--- src/rtl/lcd12864_pkg.sv ---
// rtl/lcd12864_pkg.sv - shared types, command constants and timing helpers for the LCD12864 text controller
package lcd12864_pkg;

  typedef enum logic [2:0] {
    ST_PWRUP,
    ST_INIT,
    ST_IDLE,
    ST_CONV,
    ST_ADDR,
    ST_DATA,
    ST_DONE
  } lcd_state_t;

  localparam logic [7:0] CMD_FUNC_SET = 8'h30;
  localparam logic [7:0] CMD_DISP_ON  = 8'h0C;
  localparam logic [7:0] CMD_CLEAR    = 8'h01;
  localparam logic [7:0] CMD_ENTRY    = 8'h06;

  // Power-up command sequence; index 3 is the clear that needs the long settle.
  function automatic logic [7:0] init_cmd(input logic [2:0] idx);
    case (idx)
      3'd0, 3'd1: return CMD_FUNC_SET;
      3'd2:       return CMD_DISP_ON;
      3'd3:       return CMD_CLEAR;
      default:    return CMD_ENTRY;
    endcase
  endfunction

  // DDRAM set-address command for each of the four display lines.
  function automatic logic [7:0] line_addr(input logic [1:0] line);
    case (line)
      2'd0:    return 8'h80;
      2'd1:    return 8'h90;
      2'd2:    return 8'h88;
      default: return 8'h98;
    endcase
  endfunction

  // Milliseconds to bus ticks, rounded up so waits are never short.
  function automatic logic [31:0] ms_to_ticks(input int ms, input int tick_us);
    return 32'((ms * 1000 + tick_us - 1) / tick_us);
  endfunction

endpackage

--- src/rtl/lcd12864_text_ctrl_bin2bcd.sv ---
// rtl/lcd12864_text_ctrl_bin2bcd.sv - sequential 32-bit binary to 10-digit BCD converter (shift-add-3)
module bin2bcd_seq (
  input  logic        clk,
  input  logic        rst_n,
  input  logic        start,
  input  logic [31:0] bin,
  output logic        done,
  output logic [39:0] bcd
);

  logic [31:0] sh;
  logic [4:0]  cnt;
  logic        run;
  logic [39:0] adj;

  // Add 3 to every BCD nibble of 5 or more before the next shift
  always_comb begin
    adj = bcd;
    for (int i = 0; i < 10; i++) begin
      if (bcd[4*i +: 4] >= 4'd5) adj[4*i +: 4] = bcd[4*i +: 4] + 4'd3;
    end
  end

  // One shift per clock for 32 clocks, done pulses once the last bit is in
  always_ff @(posedge clk) begin
    if (!rst_n) begin
      sh   <= '0;
      bcd  <= '0;
      cnt  <= '0;
      run  <= 1'b0;
      done <= 1'b0;
    end else begin
      done <= 1'b0;
      if (start) begin
        sh  <= bin;
        bcd <= '0;
        cnt <= '0;
        run <= 1'b1;
      end else if (run) begin
        {bcd, sh} <= {adj, sh} << 1;
        cnt       <= cnt + 5'd1;
        if (cnt == 5'd31) begin
          run  <= 1'b0;
          done <= 1'b1;
        end
      end
    end
  end

endmodule

--- src/rtl/lcd12864_text_ctrl.sv ---
// rtl/lcd12864_text_ctrl.sv - ST7920 8-bit parallel 4x16 text painter with decimal field overlay
module lcd12864_text_ctrl
  import lcd12864_pkg::*;
#(
  parameter int CLK_HZ     = 50_000_000,
  parameter int TICK_US    = 80,
  parameter int INIT_MS    = 40,
  parameter int CLR_MS     = 2,
  parameter int DIGITS     = 6,
  parameter int LZ_BLANK   = 1,
  parameter int REFRESH_MS = 0
) (
  input  logic         clk,
  input  logic         rst_n,
  input  logic [511:0] text_in,
  input  logic [127:0] val_in,
  input  logic [3:0]   val_en,
  input  logic         refresh_req,
  output logic         busy,
  output logic         frame_done,
  output logic         lcd_rs,
  output logic         lcd_rw,
  output logic         lcd_psb,
  output logic         lcd_en,
  output logic [7:0]   lcd_db
);

  localparam int          TICK_CYC   = CLK_HZ / 1_000_000 * TICK_US;
  localparam logic [31:0] TICK_LAST  = 32'(TICK_CYC - 1);
  localparam logic [31:0] INIT_TICKS = ms_to_ticks(INIT_MS, TICK_US);
  localparam logic [31:0] CLR_TICKS  = ms_to_ticks(CLR_MS, TICK_US);
  localparam logic [31:0] REF_TICKS  = ms_to_ticks(REFRESH_MS, TICK_US);
  localparam bit          AUTO       = (REFRESH_MS > 0);

  lcd_state_t   state, state_nx;
  logic [31:0]  tick_cnt, wait_cnt, ref_cnt;
  logic         tick, bus_active, byte_done, conv_adv, start_frame;
  logic [1:0]   phase, line;
  logic [2:0]   init_idx, dsel;
  logic [3:0]   col, en_q, ovf_q;
  logic         conv_run, bcd_start, bcd_done, pending;
  logic [39:0]  bcd_out;
  logic [511:0] text_q;
  logic [31:0]  val_q [4];
  logic [31:0]  bcd_q [4];
  logic [31:0]  cur_bcd;
  logic [8:0]   text_msb;
  logic [7:0]   data_byte, cur_db;
  logic         cur_rs;

  assign lcd_rw  = 1'b0;
  assign lcd_psb = 1'b1;

  assign tick        = (tick_cnt == TICK_LAST);
  assign bus_active  = (state == ST_INIT && wait_cnt == '0) || state == ST_ADDR || state == ST_DATA;
  assign byte_done   = bus_active && tick && phase == 2'd2;
  assign conv_adv    = conv_run ? bcd_done : !en_q[line];
  assign start_frame = refresh_req || pending || (AUTO && ref_cnt == '0);

  bin2bcd_seq u_bin2bcd (
    .clk   (clk),
    .rst_n (rst_n),
    .start (bcd_start),
    .bin   (val_q[line]),
    .done  (bcd_done),
    .bcd   (bcd_out)
  );

  // Free-running clock-enable tick that paces every bus phase and wait
  always_ff @(posedge clk) begin
    if (!rst_n) tick_cnt <= '0;
    else        tick_cnt <= tick ? '0 : tick_cnt + 32'd1;
  end

  // State register
  always_ff @(posedge clk) begin
    if (!rst_n) state <= ST_PWRUP;
    else        state <= state_nx;
  end

  // Next-state: power-up wait, init commands, then frames of addr + 16 data bytes per line
  always_comb begin
    state_nx = state;
    case (state)
      ST_PWRUP: if (wait_cnt == '0) state_nx = ST_INIT;
      ST_INIT:  if (byte_done && init_idx == 3'd4) state_nx = ST_IDLE;
      ST_IDLE:  if (start_frame) state_nx = ST_CONV;
      ST_CONV:  if (conv_adv && line == 2'd3) state_nx = ST_ADDR;
      ST_ADDR:  if (byte_done) state_nx = ST_DATA;
      ST_DATA:  if (byte_done && col == 4'hF) state_nx = (line == 2'd3) ? ST_DONE : ST_ADDR;
      ST_DONE:  state_nx = ST_IDLE;
      default:  state_nx = ST_PWRUP;
    endcase
  end

  // Data byte for (line, col): raw text, or the decimal field digit / blank / overflow star
  always_comb begin
    text_msb  = 9'd511 - {line, col, 3'b000};
    data_byte = text_q[text_msb -: 8];
    cur_bcd   = bcd_q[line];
    dsel      = 3'(DIGITS - 1) - col[2:0];
    if (en_q[line] && col >= 4'd8 && col <= 4'(7 + DIGITS)) begin
      if (ovf_q[line])
        data_byte = 8'h2A;
      else if (LZ_BLANK != 0 && dsel != 3'd0 && (cur_bcd >> {dsel, 2'b00}) == 32'd0)
        data_byte = 8'h20;
      else
        data_byte = 8'h30 + {4'h0, cur_bcd[{dsel, 2'b00} +: 4]};
    end
  end

  // Byte presented on the bus for the current state
  always_comb begin
    cur_rs = 1'b0;
    cur_db = init_cmd(init_idx);
    if (state == ST_ADDR) begin
      cur_db = line_addr(line);
    end else if (state == ST_DATA) begin
      cur_rs = 1'b1;
      cur_db = data_byte;
    end
  end

  // Bus engine, wait counters, frame snapshot, conversion sequencing and status flags
  always_ff @(posedge clk) begin
    if (!rst_n) begin
      phase      <= 2'd0;
      lcd_en     <= 1'b0;
      lcd_rs     <= 1'b0;
      lcd_db     <= 8'h00;
      wait_cnt   <= INIT_TICKS;
      ref_cnt    <= REF_TICKS;
      init_idx   <= 3'd0;
      line       <= 2'd0;
      col        <= 4'd0;
      conv_run   <= 1'b0;
      bcd_start  <= 1'b0;
      pending    <= 1'b0;
      en_q       <= 4'd0;
      ovf_q      <= 4'd0;
      busy       <= 1'b1;
      frame_done <= 1'b0;
    end else begin
      bcd_start  <= 1'b0;
      busy       <= (state_nx != ST_IDLE);
      frame_done <= (state == ST_DONE);

      if (tick && wait_cnt != '0) wait_cnt <= wait_cnt - 32'd1;
      if (state == ST_IDLE && tick && ref_cnt != '0) ref_cnt <= ref_cnt - 32'd1;

      if (bus_active && tick) begin
        case (phase)
          2'd0: begin
            lcd_rs <= cur_rs;
            lcd_db <= cur_db;
            phase  <= 2'd1;
          end
          2'd1: begin
            lcd_en <= 1'b1;
            phase  <= 2'd2;
          end
          default: begin
            lcd_en <= 1'b0;
            phase  <= 2'd0;
          end
        endcase
      end

      if (state == ST_INIT && byte_done) begin
        init_idx <= init_idx + 3'd1;
        if (init_idx == 3'd3) wait_cnt <= CLR_TICKS;
        if (init_idx == 3'd4) ref_cnt <= REF_TICKS;
      end

      if (state != ST_IDLE && refresh_req) pending <= 1'b1;

      if (state == ST_IDLE && start_frame) begin
        pending  <= 1'b0;
        text_q   <= text_in;
        en_q     <= val_en;
        line     <= 2'd0;
        col      <= 4'd0;
        conv_run <= 1'b0;
        for (int i = 0; i < 4; i++) val_q[i] <= val_in[32*i +: 32];
      end

      if (state == ST_CONV) begin
        if (conv_run) begin
          if (bcd_done) begin
            bcd_q[line] <= bcd_out[31:0];
            ovf_q[line] <= (bcd_out >> (4 * DIGITS)) != 40'd0;
            conv_run    <= 1'b0;
            line        <= line + 2'd1;
          end
        end else if (en_q[line]) begin
          conv_run  <= 1'b1;
          bcd_start <= 1'b1;
        end else begin
          line <= line + 2'd1;
        end
      end

      if (state == ST_DATA && byte_done) begin
        if (col == 4'hF) begin
          col  <= 4'd0;
          line <= line + 2'd1;
        end else begin
          col <= col + 4'd1;
        end
      end

      if (state == ST_DONE) ref_cnt <= REF_TICKS;
    end
  end

endmodule
--- config.mk ---
export PLATFORM = sky130hd
export DESIGN_NAME = lcd12864_text_ctrl
export DESIGN_NICKNAME = d
export VERILOG_FILES = /design/src/rtl/lcd12864_pkg.sv /design/src/rtl/lcd12864_text_ctrl_bin2bcd.sv /design/src/rtl/lcd12864_text_ctrl.sv
export SDC_FILE = /design/constraint.sdc
export NUM_CORES = 1
export LEC_CHECK = 0
export BUFFER_PORTS_ARGS = -buffer_cell sky130_fd_sc_hd__buf_2
export CAP_MARGIN = 30
export CORE_MARGIN = 8
export CORE_UTILIZATION = 45
export CTS_BUF_LIST = sky130_fd_sc_hd__clkbuf_4 sky130_fd_sc_hd__clkbuf_8
export DETAILED_ROUTE_END_ITERATION = 6
export PLACE_DENSITY = 0.66
export SYNTH_ARGS = -nofsm -noshare
export SYNTH_HDL_FRONTEND = slang
export SYNTH_SLANG_ARGS = --single-unit
--- constraint.sdc ---
create_clock -name clk -period 40.9 [get_ports clk]
set_clock_uncertainty 0.2 [all_clocks]
set_input_delay 2.045 -clock clk [delete_from_list [all_inputs] [get_ports clk]]
set_output_delay 2.045 -clock clk [all_outputs]
set_load 0.005 [all_outputs]
Word-level counts from Yosys, hierarchy flattened
Memories as Yosys holds them, arrays and structs flattened. A register that Yosys moved wholly into a read port is not among the register bits.
Cells that the tools add are included.
{"block": "op_classes", "n_addsub": 19, "n_lt_le_gt_ge": 14, "n_eq_ne": 20, "shifts": 3, "n_mux": 72, "n_bitwise": 4, "n_reduce_logical": 40}
{"cell": "519-bit by 10-bit variable part select with 8-bit output", "count": 1}
{"cell": "32-bit two-way mux", "count": 5}
{"cell": "32-bit logical NOT", "count": 2}
{"cell": "4-bit two-way mux", "count": 12}
{"cell": "4-bit by 3-bit >= comparator with 1-bit output, second input constant", "count": 10}
{"cell": "40-bit nonzero test", "count": 1}
{"cell": "4-bit by 2-bit adder with 4-bit output, second input constant", "count": 9}
{"cell": "32-bit by 1-bit adder with 32-bit output, second input constant", "count": 1}
{"cell": "32-bit by 12-bit == test with 1-bit output, second input constant", "count": 1}
{"cell": "32-bit nonzero test", "count": 1}
{"cell": "32-bit by 6-bit variable part select with 4-bit output", "count": 1}
{"cell": "32-bit by 5-bit >> shifter with 32-bit output", "count": 1}
{"cell": "32-bit by 1-bit subtractor with 32-bit output, second input constant", "count": 1}
{"cell": "1-bit two-way mux", "count": 24}
{"cell": "8-bit two-way mux", "count": 3}
{"cell": "3-bit two-way mux", "count": 7}
{"cell": "3-bit one-hot mux with 7 select lines", "count": 1}
{"cell": "2-bit two-way mux", "count": 10}
{"cell": "6-bit one-hot mux with 3 select lines", "count": 1}
{"cell": "1-bit logical AND", "count": 15}
{"cell": "5-bit one-hot mux with 3 select lines", "count": 1}
{"cell": "7-bit two-way mux", "count": 2}
{"cell": "3-bit by 2-bit == test with 1-bit output, second input constant", "count": 4}
{"cell": "3-bit == test, second input constant", "count": 4}
{"cell": "34 further kinds", "count": 54}
{"block": "totals", "reg_bits": 692, "ramBits": 256, "in_bits": 647, "out_inout_bits": 14, "wordCells": 197, "mem_count": 2}
{"name": "bcd_q", "words": 4, "word_bits": 32, "read_ports": 1, "rd_clocked_by_memory_dff": 1, "wr": 1, "line_no": "lcd12864_text_ctrl.sv:45", "source": "logic [31:0] bcd_q [4];"}
{"name": "val_q", "words": 4, "word_bits": 32, "read_ports": 1, "rd_clocked_by_memory_dff": 1, "wr": 4, "line_no": "lcd12864_text_ctrl.sv:44", "source": "logic [31:0] val_q [4];"}

Longest topological paths before layout
{"block": "logic_depth", "ltp_word": 10, "depth_mapped": 13, "mapped_depth_nobuf": 10}

Modules after synthesis
A second synthesis with hierarchy kept.
{"block": "hier_totals", "hier_cells": 2381, "area_unflattened_um2": 39092.5}
{"module": "lcd12864_text_ctrl", "n_inst": 1, "cells_per_inst": 1844, "area_each_um2": 34564.4, "seq_area_each_um2": 25084.1}
{"module": "bin2bcd_seq", "n_inst": 1, "cells_per_inst": 537, "area_each_um2": 4528.1, "seq_area_each_um2": 1581.5}

Worst setup path after synthesis
No wires, ideal clock.
{"block": "synth_path", "path_kind": "input to register", "startpoint": "input port refresh_req", "endpoint": "register text_q[0] (enable)", "setup_ps": 1664, "arrival_ps": 28929, "required_ps": 39036, "slack_ps": 10108, "cell_stages": 3, "path_buffers": 1, "path_cell_list": "o21ai_0 > clkbuf_1 > nor2_1"}
{"block": "synth_between", "elab_chain_len": 3}
{"element": "from (decl)", "line_no": "lcd12864_text_ctrl.sv:18", "source": "input logic refresh_req,"}
{"element": "1-bit logical OR", "line_no": "lcd12864_text_ctrl.sv:58", "source": "assign start_frame = refresh_req || pending || (AUTO && ref_cnt == '0);"}
{"element": "1-bit logical AND", "line_no": "lcd12864_text_ctrl.sv:177", "source": "if (state == ST_IDLE && start_frame) begin"}
{"element": "2-bit AND reduction (no source line)"}
{"element": "to (signal assigned)", "line_no": "lcd12864_text_ctrl.sv:179", "source": "text_q <= text_in;"}
{"element": "to (decl)", "line_no": "lcd12864_text_ctrl.sv:43", "source": "logic [511:0] text_q;"}
Every way passes these cells.
A chain may end at the register's enable or synchronous reset.

==> results <==
- The run finished with clean final reports.
- The top cell types in the final layout, fill and taps aside, are sky130_fd_sc_hd__edfxtp_1, sky130_fd_sc_hd__buf_2, sky130_fd_sc_hd__mux4_2.
- Row generation in the floorplan step produced 107 rows.
- The max-slew violation total from the final report came to 0.
- The final core area utilization is 0.545.
- The leakage power total is between 15 and 20 nW.
- The startpoint of the most critical hold path is lcd_db[2]$_SDFFE_PN0P_.
- The type of element capturing the critical path is a flop.
- Among all flip-flop cells after synthesis, the most frequent one is sky130_fd_sc_hd__edfxtp_1.
- The first-iteration detailed-routing DRC count is 2455.
- The worst hold path was traced through 2 stages.
- At the later pin of the worst-skew pair, clock insertion delay measures 0.81 ns.
- The number of top-level pins is around 660.
- The number of nets in the synthesized netlist is 3006.
- The clock tree root driver cell is sky130_fd_sc_hd__clkbuf_8.
- TritonCTS built the clock tree.
- Summed over all nets, wire length on met3 after detailed routing comes to 8.01 mm.
- For the pin with the worst max-slew slack, the measured transition is between 1 and 1.5 ns.
- The highest metal layer with signal wires is met5.
- In this design, the critical path's most frequently occurring cell is sky130_fd_sc_hd__buf_4.
- Timing would allow up to 216 MHz.
- The total global-route track usage is 0.223.
- After detailed routing, the wire length on met1 is approximately 40 mm.
- The ratio of total power to cell area is 41.2 nW/um^2.
- For the worst setup path, the data required time is around 41 ns.
- After synthesis the cells add up to 38400 um^2.
- The final layout contains routed wiring with a total length of 109 mm.
- In this run the tightest slew margin relative to its limit is 0.200.
- The initial antenna violation count is 41.
- After layout, the minimum clock period comes to 4.62 ns.
- The average vias per placed instance is 5.53.
- The path class of the tightest hold or removal check is reg -> reg.
- The hold-fix buffer count after cts is 0.
- The total buffers and inverters traversed by the critical path is 5.
- The count of endpoints failing hold in the final timing report is 0.
- The worst setup path is of the in -> reg kind.
- Across the run, the number of max-cap violations was 0.
- The buffer count from post-CTS setup fixing is 0.
- In the routed design, unresolved DRC markers number 0.
- Setup repair after global routing left no endpoint under its margin.
- Clock tree synthesis found a total of 948 sinks.
- For this run, the register share of the synthesized area comes to 0.695.
- Port buffering added 658 buffers.
- The floorplan step defined a die boundary enclosing 94900 um^2.
- After clock tree synthesis, the clock-pin slew on the worst setup and hold paths is 0.06 ns.
- The via count of the first global-routing pass came to 25129.
- The share of the clock period used by the worst path after layout is 0.113.
- The maximum number of pins on one net before global-route repair is 209.
- The vertical extent of the die is 308 um.
- The worst hold path terminates at lcd_db[2]$_SDFFE_PN0P_.
- Among cell families on the critical path, the largest total delay comes from buffers and inverters.
- In the final layout, the share of cells above drive strength 1 is 0.377.
- The synthesis-to-layout area growth is 20.5%.
- The worst setup path is launched from a primary input.
- The count of antenna-violating nets left after detailed routing is 0.
- The critical register-to-register path endpoint is lcd_db[4]$_SDFFE_PN0P_.
- The average instance in the mapped netlist occupies around 17 um^2.
- The cell count after synthesis came out at 2318.
- The number of distinct library cell variants in the gate-level netlist after synthesis is 68.
- The initial standard-cell utilization of the core is 0.452.
- Traced cell by cell, the critical path runs through buf_2 -> inv_2 -> nor2_4 -> buf_12 -> buf_4 -> buf_4.
- Setup violations remaining at the end of the flow were counted as 0.
- The first global-routing pass estimated approximately 160 mm of wire.
- The Yosys warning count is 0.
- The largest single stage delay on the critical path is around 0.84 ns.
- After detailed routing, the average wire length per cell comes to 25.0 um.
- In this run the horizontal extent of the chip is 308 um.
- The first-pass iteration count of the detailed router is 7.
- Data arrives at the worst endpoint at 4.83 ns.
- In this run the critical register-to-register path is launched from col[1]$_SDFFE_PN0P_.
- The final global-route overflow total is 0.
- The clock buffer count from CTS is 155.
- The clock passes through at most 3 buffers.
- The floorplan core area is 84900 um^2.
- The number of nets in the layout is 3729.
- The peak ir drop on the vdd network is 0.0000376 V.
- The quantity of gates resized following cts is 0.
- The post-synthesis sequential element count is 948.
- The congestion estimate from routability-driven global placement came to 0.937.
- Along the worst path, the maximum fanout reaches 208.
- The setup slack on the worst flop-to-flop path is ~36 ns.
- Across all layers, the routed design uses 24012 vias.
- The number of cell instances on the worst register-to-register path is 10.
- The async set or reset register ratio after synthesis is 0.
- The library cell used most frequently in the layout, excluding fill and tap cells, is sky130_fd_sc_hd__edfxtp_1.
- Summed over all failing endpoints, the final setup total negative slack is 0 ns.
- The slowest stage of the critical path belongs to the cell sky130_fd_sc_hd__buf_4.
- The H-tree generated during clock tree synthesis spans 4 levels.
- The sum of met2 wire segment lengths after detailed routing is 57.0 mm.
- The number of synthesized flops with an enable pin is 768.
- The post-DP HPWL is 80.0 mm.
[final cells by class]
type,count,area [um^2]
inverters,38,143
fillers,6785,38600
well taps,1144,1430
diodes,35,87.6
clock buffers,236,2830
clock inverters,45,308
repair buffers,683,3640
multi-input cells,1215,11100
flip-flops and latches,948,26700
[worst max path at each step]
stage / startpoint / to / slack (ns) / cells past startpoint
after floorplan: refresh_req / text_q[0]$_DFFE_PP_ / 10.11 / 3
after global placement: rst_n / val_q[0][13]$_DFFE_PP_ / 34.97 / 6
after detailed placement: rst_n / val_q[1][13]$_DFFE_PP_ / 34.84 / 6
after CTS: rst_n / val_q[1][13]$_DFFE_PP_ / 35.73 / 6
after global routing: rst_n / val_q[1][13]$_DFFE_PP_ / 36.03 / 6
final: rst_n / val_q[1][13]$_DFFE_PP_ / 36.28 / 6
[cell usage after synthesis (all sizes together) (7+ instances only)]
cell type,count,area [um^2]
nor2,201,754
and3,19,119
nor3b,7,52.6
mux2i,87,871
xnor2,37,324
nor4,24,165
nor3,54,275
buf,42,179
nand2b,18,113
nor2b,9,56.3
nand3,48,240
mux4,217,4890
o31ai,11,82.6
clkbuf,75,282
a211oi,36,270
o211ai,8,60.1
nand4,11,68.8
inv,35,131
a21oi,92,464
a22oi,12,90.1
xor2,34,298
dfxtp,180,3600
nand2,100,375
edfxtp,768,23100
a31oi,7,43.8
ha,41,513
or3,18,118
o21ai,59,295
[where the power goes]
part           switching (mW)  internal [mW]  total (mW)
logic                  0.0172         0.0221      0.0393
registers            0.000330           1.04        1.04
clock network           0.372          0.455       0.828
total                   0.390           1.52        1.91
[worst register-to-register path, delay by kind of cell (launching register included)]
family | cells | cell delay [ns]
AOI/OAI and AO/OA | 5 | 1.46
adders and majority gates | 1 | 0.76
buffers and inverters | 2 | 0.78
DFF | 1 | 0.74
and+or+nand+nor | 2 | 0.40
[routing by layer]
layer,vias to the layer above,track usage
met1,12155,0.265
met4,12,0.0744
met3,194,0.0590
met5,-,0
met2,993,0.392
li1,10658,-
[stage by stage]
stage               instances  hold slack, ns  setup slack (ns)  power (mW)  instance area (um^2)
CTS                      4303           0.262             35.73        1.92                 46000
global placement         4020           0.234             34.97        1.10                 42800
finish                   4344           0.257             36.28        1.91                 46200
detailed placement       4022           0.252             34.84        1.10                 42900
floorplan                2318           0.226             10.11        1.06                 38400
global route             4338           0.291             36.03        1.97                 46200
[sequential cells by signal, indices dropped and copies added (netlist names), 5 cells and up]
register	cells
u_bin2bcd.bcd	40
lcd_db	8
tick_cnt	32
u_bin2bcd.cnt	5
u_bin2bcd.sh	32
wait_cnt	32
val_q	128
bcd_q	128
text_q	512
[kinds of logic (layout without fill, tap and decap cells)]
logic type / after synthesis / in the layout / synth area share
AO/OA/AOI/OAI: 261 / 261 / 0.0423
flip-flops: 948 / 948 / 0.695
multiplexers: 309 / 309 / 0.152
XOR/XNOR: 71 / 71 / 0.0162
buffers and inverters: 155 / 1002 / 0.0157
adder cells (fa/ha/maj): 41 / 41 / 0.0134
other: 2 / 37 / 0.000196
AND/OR/NAND/NOR: 531 / 531 / 0.0656
Note: power is estimated with default switching activity, not from simulation.
